File: src/rtl/mem_arb_pkg.sv
// Shared types for the two-port data-memory arbiter.
// Lock support is enabled with `MEM_ARB_LOCK_EN.
package mem_arb_pkg;

  localparam int ADDR_W_DEF = 8;
  localparam int DATA_W_DEF = 8;

  typedef enum logic [1:0] {
    ARB   = 2'd0,
    LOCK0 = 2'd1,
    LOCK1 = 2'd2
  } arb_state_t;

  typedef enum logic {
    PORT0 = 1'b0,
    PORT1 = 1'b1
  } port_t;

endpackage

File: src/rtl/mem_arbiter_if.sv
// Port-side and memory-side bus of the data-memory arbiter.
// Lock lines exist only with `MEM_ARB_LOCK_EN.
interface mem_arbiter_if #(
  parameter int ADDR_W = mem_arb_pkg::ADDR_W_DEF,
  parameter int DATA_W = mem_arb_pkg::DATA_W_DEF
);

  logic              p0_req,    p1_req;
  logic              p0_we,     p1_we;
  logic [ADDR_W-1:0] p0_addr,   p1_addr;
  logic [DATA_W-1:0] p0_wdata,  p1_wdata;
`ifdef MEM_ARB_LOCK_EN
  logic              p0_lock,   p1_lock;
`endif
  logic              p0_gnt,    p1_gnt;
  logic              p0_rvalid, p1_rvalid;
  logic [DATA_W-1:0] p0_rdata,  p1_rdata;
  logic [ADDR_W-1:0] mem_addr;
  logic [DATA_W-1:0] mem_din;
  logic              mem_wr_en;
  logic [DATA_W-1:0] mem_dout;

`ifdef MEM_ARB_LOCK_EN
  modport slave (
    input  p0_req, p1_req, p0_we, p1_we,
    input  p0_addr, p1_addr, p0_wdata, p1_wdata,
    input  p0_lock, p1_lock,
    output p0_gnt, p1_gnt, p0_rvalid, p1_rvalid,
    output p0_rdata, p1_rdata,
    output mem_addr, mem_din, mem_wr_en,
    input  mem_dout
  );

  modport master (
    output p0_req, p1_req, p0_we, p1_we,
    output p0_addr, p1_addr, p0_wdata, p1_wdata,
    output p0_lock, p1_lock,
    input  p0_gnt, p1_gnt, p0_rvalid, p1_rvalid,
    input  p0_rdata, p1_rdata,
    input  mem_addr, mem_din, mem_wr_en,
    output mem_dout
  );
`else
  modport slave (
    input  p0_req, p1_req, p0_we, p1_we,
    input  p0_addr, p1_addr, p0_wdata, p1_wdata,
    output p0_gnt, p1_gnt, p0_rvalid, p1_rvalid,
    output p0_rdata, p1_rdata,
    output mem_addr, mem_din, mem_wr_en,
    input  mem_dout
  );

  modport master (
    output p0_req, p1_req, p0_we, p1_we,
    output p0_addr, p1_addr, p0_wdata, p1_wdata,
    input  p0_gnt, p1_gnt, p0_rvalid, p1_rvalid,
    input  p0_rdata, p1_rdata,
    input  mem_addr, mem_din, mem_wr_en,
    output mem_dout
  );
`endif

endinterface

File: src/rtl/mem_arbiter_rr_pick2.sv
// Combinational two-way round-robin picker.
// ptr_i names the port that wins when both request.
module rr_pick2
  import mem_arb_pkg::*;
(
  input  logic [1:0] req_i,
  input  port_t      ptr_i,
  output logic [1:0] gnt_o
);

  always_comb begin
    gnt_o = 2'b00;
    if (req_i[0] && (!req_i[1] || ptr_i == PORT0)) begin
      gnt_o = 2'b01;
    end else if (req_i[1]) begin
      gnt_o = 2'b10;
    end
  end

endmodule

File: src/rtl/mem_arbiter.sv
// Round-robin arbiter/sequencer for the 256x8 data memory.
// `MEM_ARB_LOCK_EN adds bus-lock for read-modify-write.
module mem_arbiter
  import mem_arb_pkg::*;
#(
  parameter int ADDR_W   = ADDR_W_DEF,
  parameter int DATA_W   = DATA_W_DEF,
  parameter int LOCK_MAX = 4
) (
  input  logic          clk,
  input  logic          reset,
  mem_arbiter_if.slave  bus
);

  localparam int CNT_W = $clog2(LOCK_MAX + 1);

  arb_state_t        state_q, state_d;
  port_t             ptr_q, ptr_d;
  logic [CNT_W-1:0]  cnt_q, cnt_d;
  logic [1:0]        rvalid_q;
  logic [DATA_W-1:0] rdata0_q, rdata1_q;

  logic [1:0] req, req_m, gnt, lock, we;
  logic       own;

`ifdef MEM_ARB_LOCK_EN
  assign lock = {bus.p1_lock, bus.p0_lock};
`else
  assign lock = 2'b00;
`endif

  assign req = {bus.p1_req, bus.p0_req};
  assign we  = {bus.p1_we, bus.p0_we};
  assign own = (state_q == LOCK1);

  // The lock owner is the only port visible to the picker.
  always_comb begin
    req_m = req;
    if (state_q == LOCK0) req_m = {1'b0, req[0]};
    if (state_q == LOCK1) req_m = {req[1], 1'b0};
  end

  rr_pick2 u_pick (
    .req_i (req_m),
    .ptr_i (ptr_q),
    .gnt_o (gnt)
  );

  always_comb begin
    state_d = state_q;
    ptr_d   = ptr_q;
    cnt_d   = cnt_q;
    unique case (state_q)
      ARB: begin
        if (|gnt) begin
          ptr_d = gnt[0] ? PORT1 : PORT0;
          if (gnt[0] && lock[0]) begin
            state_d = LOCK0;
            cnt_d   = CNT_W'(1);
          end else if (gnt[1] && lock[1]) begin
            state_d = LOCK1;
            cnt_d   = CNT_W'(1);
          end
        end
      end
      LOCK0, LOCK1: begin
        if (!req[own] || !lock[own]) begin
          state_d = ARB;
          cnt_d   = '0;
        end else if (int'(cnt_q) + 1 >= LOCK_MAX) begin
          state_d = ARB;
          cnt_d   = '0;
          ptr_d   = own ? PORT0 : PORT1;
        end else begin
          cnt_d = cnt_q + CNT_W'(1);
        end
      end
      default: begin
        state_d = ARB;
        cnt_d   = '0;
      end
    endcase
  end

  always_ff @(posedge clk) begin
    if (reset) begin
      state_q  <= ARB;
      ptr_q    <= PORT0;
      cnt_q    <= '0;
      rvalid_q <= 2'b00;
      rdata0_q <= '0;
      rdata1_q <= '0;
    end else begin
      state_q  <= state_d;
      ptr_q    <= ptr_d;
      cnt_q    <= cnt_d;
      rvalid_q <= gnt & ~we;
      if (gnt[0] && !we[0]) rdata0_q <= bus.mem_dout;
      if (gnt[1] && !we[1]) rdata1_q <= bus.mem_dout;
    end
  end

  assign bus.p0_gnt    = gnt[0];
  assign bus.p1_gnt    = gnt[1];
  assign bus.p0_rvalid = rvalid_q[0];
  assign bus.p1_rvalid = rvalid_q[1];
  assign bus.p0_rdata  = rdata0_q;
  assign bus.p1_rdata  = rdata1_q;

  // Writes are never gated by reset; the memory itself has none.
  assign bus.mem_addr  = gnt[1] ? bus.p1_addr  : bus.p0_addr;
  assign bus.mem_din   = gnt[1] ? bus.p1_wdata : bus.p0_wdata;
  assign bus.mem_wr_en = |(gnt & we);

endmodule

File: src/flat_wrapper.sv
// flat-port wrapper written by rule: the top's interface ports become plain ports
module mem_arbiter_flat import mem_arb_pkg::*;
#(
  parameter int ADDR_W   = ADDR_W_DEF,
  parameter int DATA_W   = DATA_W_DEF,
  parameter int LOCK_MAX = 4
)
  (clk, reset, bus_p0_req, bus_p1_req, bus_p0_we, bus_p1_we, bus_p0_addr, bus_p1_addr, bus_p0_wdata, bus_p1_wdata, bus_p0_gnt, bus_p1_gnt, bus_p0_rvalid, bus_p1_rvalid, bus_p0_rdata, bus_p1_rdata, bus_mem_addr, bus_mem_din, bus_mem_wr_en, bus_mem_dout);
  mem_arbiter_if #(.ADDR_W(ADDR_W), .DATA_W(DATA_W)) bus_i ();
  input  logic clk;
  input  logic reset;
  input wire logic [$bits(bus_i.p0_req)-1:0] bus_p0_req;
  input wire logic [$bits(bus_i.p1_req)-1:0] bus_p1_req;
  input wire logic [$bits(bus_i.p0_we)-1:0] bus_p0_we;
  input wire logic [$bits(bus_i.p1_we)-1:0] bus_p1_we;
  input wire logic [$bits(bus_i.p0_addr)-1:0] bus_p0_addr;
  input wire logic [$bits(bus_i.p1_addr)-1:0] bus_p1_addr;
  input wire logic [$bits(bus_i.p0_wdata)-1:0] bus_p0_wdata;
  input wire logic [$bits(bus_i.p1_wdata)-1:0] bus_p1_wdata;
  output wire logic [$bits(bus_i.p0_gnt)-1:0] bus_p0_gnt;
  output wire logic [$bits(bus_i.p1_gnt)-1:0] bus_p1_gnt;
  output wire logic [$bits(bus_i.p0_rvalid)-1:0] bus_p0_rvalid;
  output wire logic [$bits(bus_i.p1_rvalid)-1:0] bus_p1_rvalid;
  output wire logic [$bits(bus_i.p0_rdata)-1:0] bus_p0_rdata;
  output wire logic [$bits(bus_i.p1_rdata)-1:0] bus_p1_rdata;
  output wire logic [$bits(bus_i.mem_addr)-1:0] bus_mem_addr;
  output wire logic [$bits(bus_i.mem_din)-1:0] bus_mem_din;
  output wire logic [$bits(bus_i.mem_wr_en)-1:0] bus_mem_wr_en;
  input wire logic [$bits(bus_i.mem_dout)-1:0] bus_mem_dout;
  assign bus_i.p0_req = bus_p0_req;
  assign bus_i.p1_req = bus_p1_req;
  assign bus_i.p0_we = bus_p0_we;
  assign bus_i.p1_we = bus_p1_we;
  assign bus_i.p0_addr = bus_p0_addr;
  assign bus_i.p1_addr = bus_p1_addr;
  assign bus_i.p0_wdata = bus_p0_wdata;
  assign bus_i.p1_wdata = bus_p1_wdata;
  assign bus_p0_gnt = bus_i.p0_gnt;
  assign bus_p1_gnt = bus_i.p1_gnt;
  assign bus_p0_rvalid = bus_i.p0_rvalid;
  assign bus_p1_rvalid = bus_i.p1_rvalid;
  assign bus_p0_rdata = bus_i.p0_rdata;
  assign bus_p1_rdata = bus_i.p1_rdata;
  assign bus_mem_addr = bus_i.mem_addr;
  assign bus_mem_din = bus_i.mem_din;
  assign bus_mem_wr_en = bus_i.mem_wr_en;
  assign bus_i.mem_dout = bus_mem_dout;
  mem_arbiter #(.ADDR_W(ADDR_W), .DATA_W(DATA_W), .LOCK_MAX(LOCK_MAX)) u_core (.clk(clk), .reset(reset), .bus(bus_i));
endmodule
File: config.mk
export PLATFORM = sky130hd
export DESIGN_NAME = mem_arbiter_flat
export DESIGN_NICKNAME = d
export VERILOG_FILES = /design/src/rtl/mem_arb_pkg.sv /design/src/rtl/mem_arbiter_if.sv /design/src/rtl/mem_arbiter_rr_pick2.sv /design/src/rtl/mem_arbiter.sv /design/src/flat_wrapper.sv
export SDC_FILE = /design/constraint.sdc
export NUM_CORES = 1
export LEC_CHECK = 0
export ABC_AREA = 1
export BUFFER_PORTS_ARGS = -buffer_cell sky130_fd_sc_hd__clkbuf_2
export CORE_AREA = 5 5 62 64
export CTS_CLUSTER_SIZE = 28
export DETAILED_ROUTE_END_ITERATION = 10
export DIE_AREA = 0 0 67 69
export MAX_ROUTING_LAYER = met4
export PLACE_DENSITY_LB_ADDON = 0.2
export SETUP_SLACK_MARGIN = 0.05
export SLEW_MARGIN = 25
export SYNTH_ARGS = -nofsm -noshare
export SYNTH_HDL_FRONTEND = slang
export SYNTH_SLANG_ARGS = --single-unit
export TNS_END_PERCENT = 100
File: constraint.sdc
create_clock -name clk -period 1.15 [get_ports clk]
set_input_delay 0.23 -clock clk [delete_from_list [all_inputs] [get_ports clk]]
set_output_delay 0.23 -clock clk [all_outputs]
set_load 0.02 [all_outputs]
==> out/metrics.csv <==
stage;metric;value;unit
clocking;path_clk_slew;110;ps
die;coreArea;0.003232;sq mm
clocking;cts-htree-levels;1;
critical_path;critPathLaunch;u_core.ptr_q$_SDFFE_PP0P_;
timing;setup_viol;28;
route;drt.antenna.violating_nets;0;
global_route;grt_pass1_wl;5451;um
die;die_h;69;um
clocking;cts.sinks;19;
timing;skew;7.369;ps
route;top_layer_used;met4;
global_route;overflow;0;
timing;worst_hold_slack;119.7;ps
critical_path;reg2reg_to;u_core.bus.p1_rdata[5]$_SDFFE_PP0P_;
placed_design;hpwl;2584;um
placed_design;numPortBuffers;82;
die;start_util;32.87;%
timing;rsz0062_at_grt;yes;
synth;synth.largest_area_cell;dfxtp_1;
clocking;clockRootBuffer;clkbuf_4;
timing;timing.final.crit_share;137.6;%
final_layout;layout_commonest_cell;clkbuf_2;
synth;ys_warn_count;0;
timing;worst_slack;-432.8;ps
synth;synth_cell_type_count;15;
critical_path;crit_end;bus_mem_din[0];
global_route;grt_start_max_net_pins;18;
timing;max_slew.worst_pin.slew;242.5;ps
die;die_area;0.004623;sq mm
synth;ys_seq_elements;19;
final_layout;area_growth;107.2;%
route;viasPerCell;4.372;
die;boundaryPins;83;
global_route;gr-usage-all-layers;15.02;%
timing;hold_violations;0;
final_layout;drive_gt1_share;57.89;%
final_layout;nets;332;
synth;synth_area_leaders;dfxtp_1 (36%), nand2_1 (29%), inv_1 (12%);
synth;netlist.area_leader.share;35.81;%
synth;synth.avg_cell_area;5.711;sq um
route;vias;1447;
critical_path;ff2ff_path_depth;9;
route;wl_met1;1602;um
route;wl_met2;2210;um
timing;clock.fmax;631.8;MHz
route;detail_route.iter0.violations;47;
critical_path;r2r_setup_slack;-90;ps
final_layout;design_area;0.002201;sq mm
route;wl_met3;228;um
critical_path;startpoint_type;flip-flop;
clocking;insertion_delay;300;ps
synth;netlist_instances;186;
clocking;cts_made_buffers;3;
power_and_ir_drop;power.leakage;1.241;nW
global_route;antenna_found_initial;0;
outcome;violations;negative setup slack;
outcome;status;finished, violations left;
synth;syn_nets;232;
critical_path;worstSetupPathType;flip-flop to output pin;
final_layout;final_cell_mix;clkbuf_2 (62), nand2_1 (34), inv_1 (31);
critical_path;cp.arrival;1350;ps
final_layout;n_fill_cell;282;
synth;netlist_area;0.001062;sq mm
critical_path;cp-end-kind;output pin;
worst_hold_path;holdCritPathClass;input port to flip-flop;
route;wl;4203;um
global_route;grt_pass1_vias;1236;
power_and_ir_drop;p_per_area;892.0;mW/mm^2
critical_path;rr_startpoint;u_core.ptr_q$_SDFFE_PP0P_;
route;dr.pass1.iters;4;
die;std_cell_rows;21;
clocking;clockBufferDepth;2;
synth;yosysSeqAreaShare;35.81;%
route;drcViolationCount;0;
critical_path;crit_fanout;8;
clocking;hold_buffers;0;
critical_path;crit_required;920;ps
route;wl_per_cell;12.70;um
final_layout;antennaDiodeCount;0;
flow_run;drv_cap;0;
power_and_ir_drop;ir_drop;0.5625;mV
die;die_x;67;um
timing;max_slew_margin;83.74;%
placed_design;dpl_cell_area;0.001685;sq mm
placed_design;gp_congestion;0.7219;
clocking;cts_tree;yes;
timing;drv_slew;0;
timing;fin_crit;1583;ps
cells by family after synthesis:
logic type | after synthesis | share of synthesized area, %
simple gates | 122 | 47.00
buf+inv | 43 | 16.25
flops | 19 | 35.81
compound gates | 2 | 0.9414
cells in the mapped netlist:
| library cell | count |
|---|---|
| o21ai_0 | 1 |
| nand3_2 | 1 |
| nand4_1 | 8 |
| inv_1 | 34 |
| clkbuf_1 | 2 |
| buf_6 | 1 |
| dfxtp_1 | 19 |
| clkinv_1 | 2 |
| nand2_1 | 83 |
| nor2_1 | 26 |
| a21oi_1 | 1 |
| inv_2 | 1 |
| nand3b_2 | 1 |
| buf_2 | 3 |
| nand2_2 | 3 |
routing by layer:
| layer | up-vias | global-route usage (%) |
|---|---|---|
| met5 | - | - |
| met4 | 0 | 2.703 |
| met3 | 15 | 2.273 |
| met2 | 54 | 26.42 |
| met1 | 636 | 17.85 |
| li1 | 742 | - |
layout make-up:
cell class	instances	area, sq um	share of cell area, %
multi-input cells	125	797.0	36.21
repair buffers	99	782.0	35.53
flip-flops and latches	19	381.6	17.34
inverters	37	146.4	6.651
well taps	46	57.56	2.615
clock buffers	3	22.52	1.023
repair inverters	1	8.758	0.3980
clock inverters	1	5.005	0.2274
critical path: stages (launching register included):
cell	delay, ps
dfxtp_2	350
nand2_2	80
nand2_4	100
nand2_8	100
buf_16	170
nand2_4	60
nand2_2	70
buf_8	130
what timing repair did:
action | in CTS | in global routing
pin swaps | 7 | 12
buffers inserted | 0 | 5
endpoints found under the setup margin | 27 | 36
gates cloned | 2 | 2
gates resized for setup | 48 | 68
registers in the layout (all words and copies together), names as in the netlist:
name and flops:
u_core.bus.p1_rdata 8, u_core.ptr_q 1, u_core.rvalid_q 2, u_core.bus.p0_rdata 8
metrics by stage:
step,setup TNS (ps),util [%],setup slack [ps],power [mW],std cells
final,-8061,68.10,-432.8,1.963,331
after global routing,-9691,68.10,-485.9,2.073,331
after floorplan,-260.1,-,-27.02,1.109,186
after CTS,-6991,59.97,-389.1,1.808,324
after global placement,-1771,52.15,-118.9,1.340,318
after detailed placement,-2060,52.15,-138.4,1.344,318
worst min-delay path by stage:
stage	slack, ps	cells past startpoint	start	endpoint
floorplan	300	1	reset	u_core.rvalid_q[0]$_SDFF_PP0_
global placement	430	2	reset	u_core.rvalid_q[0]$_SDFF_PP0_
detailed placement	440	2	reset	u_core.rvalid_q[1]$_SDFF_PP0_
CTS	110	2	reset	u_core.rvalid_q[1]$_SDFF_PP0_
global route	130	2	reset	u_core.rvalid_q[1]$_SDFF_PP0_
finish	120	2	reset	u_core.rvalid_q[1]$_SDFF_PP0_
where the power goes:
part | internal [mW] | switching (mW)
logic | 0.420 | 0.481
clock network | 0.130 | 0.212
registers | 0.701 | 0.0204
(Power assumes the default switching activity.)
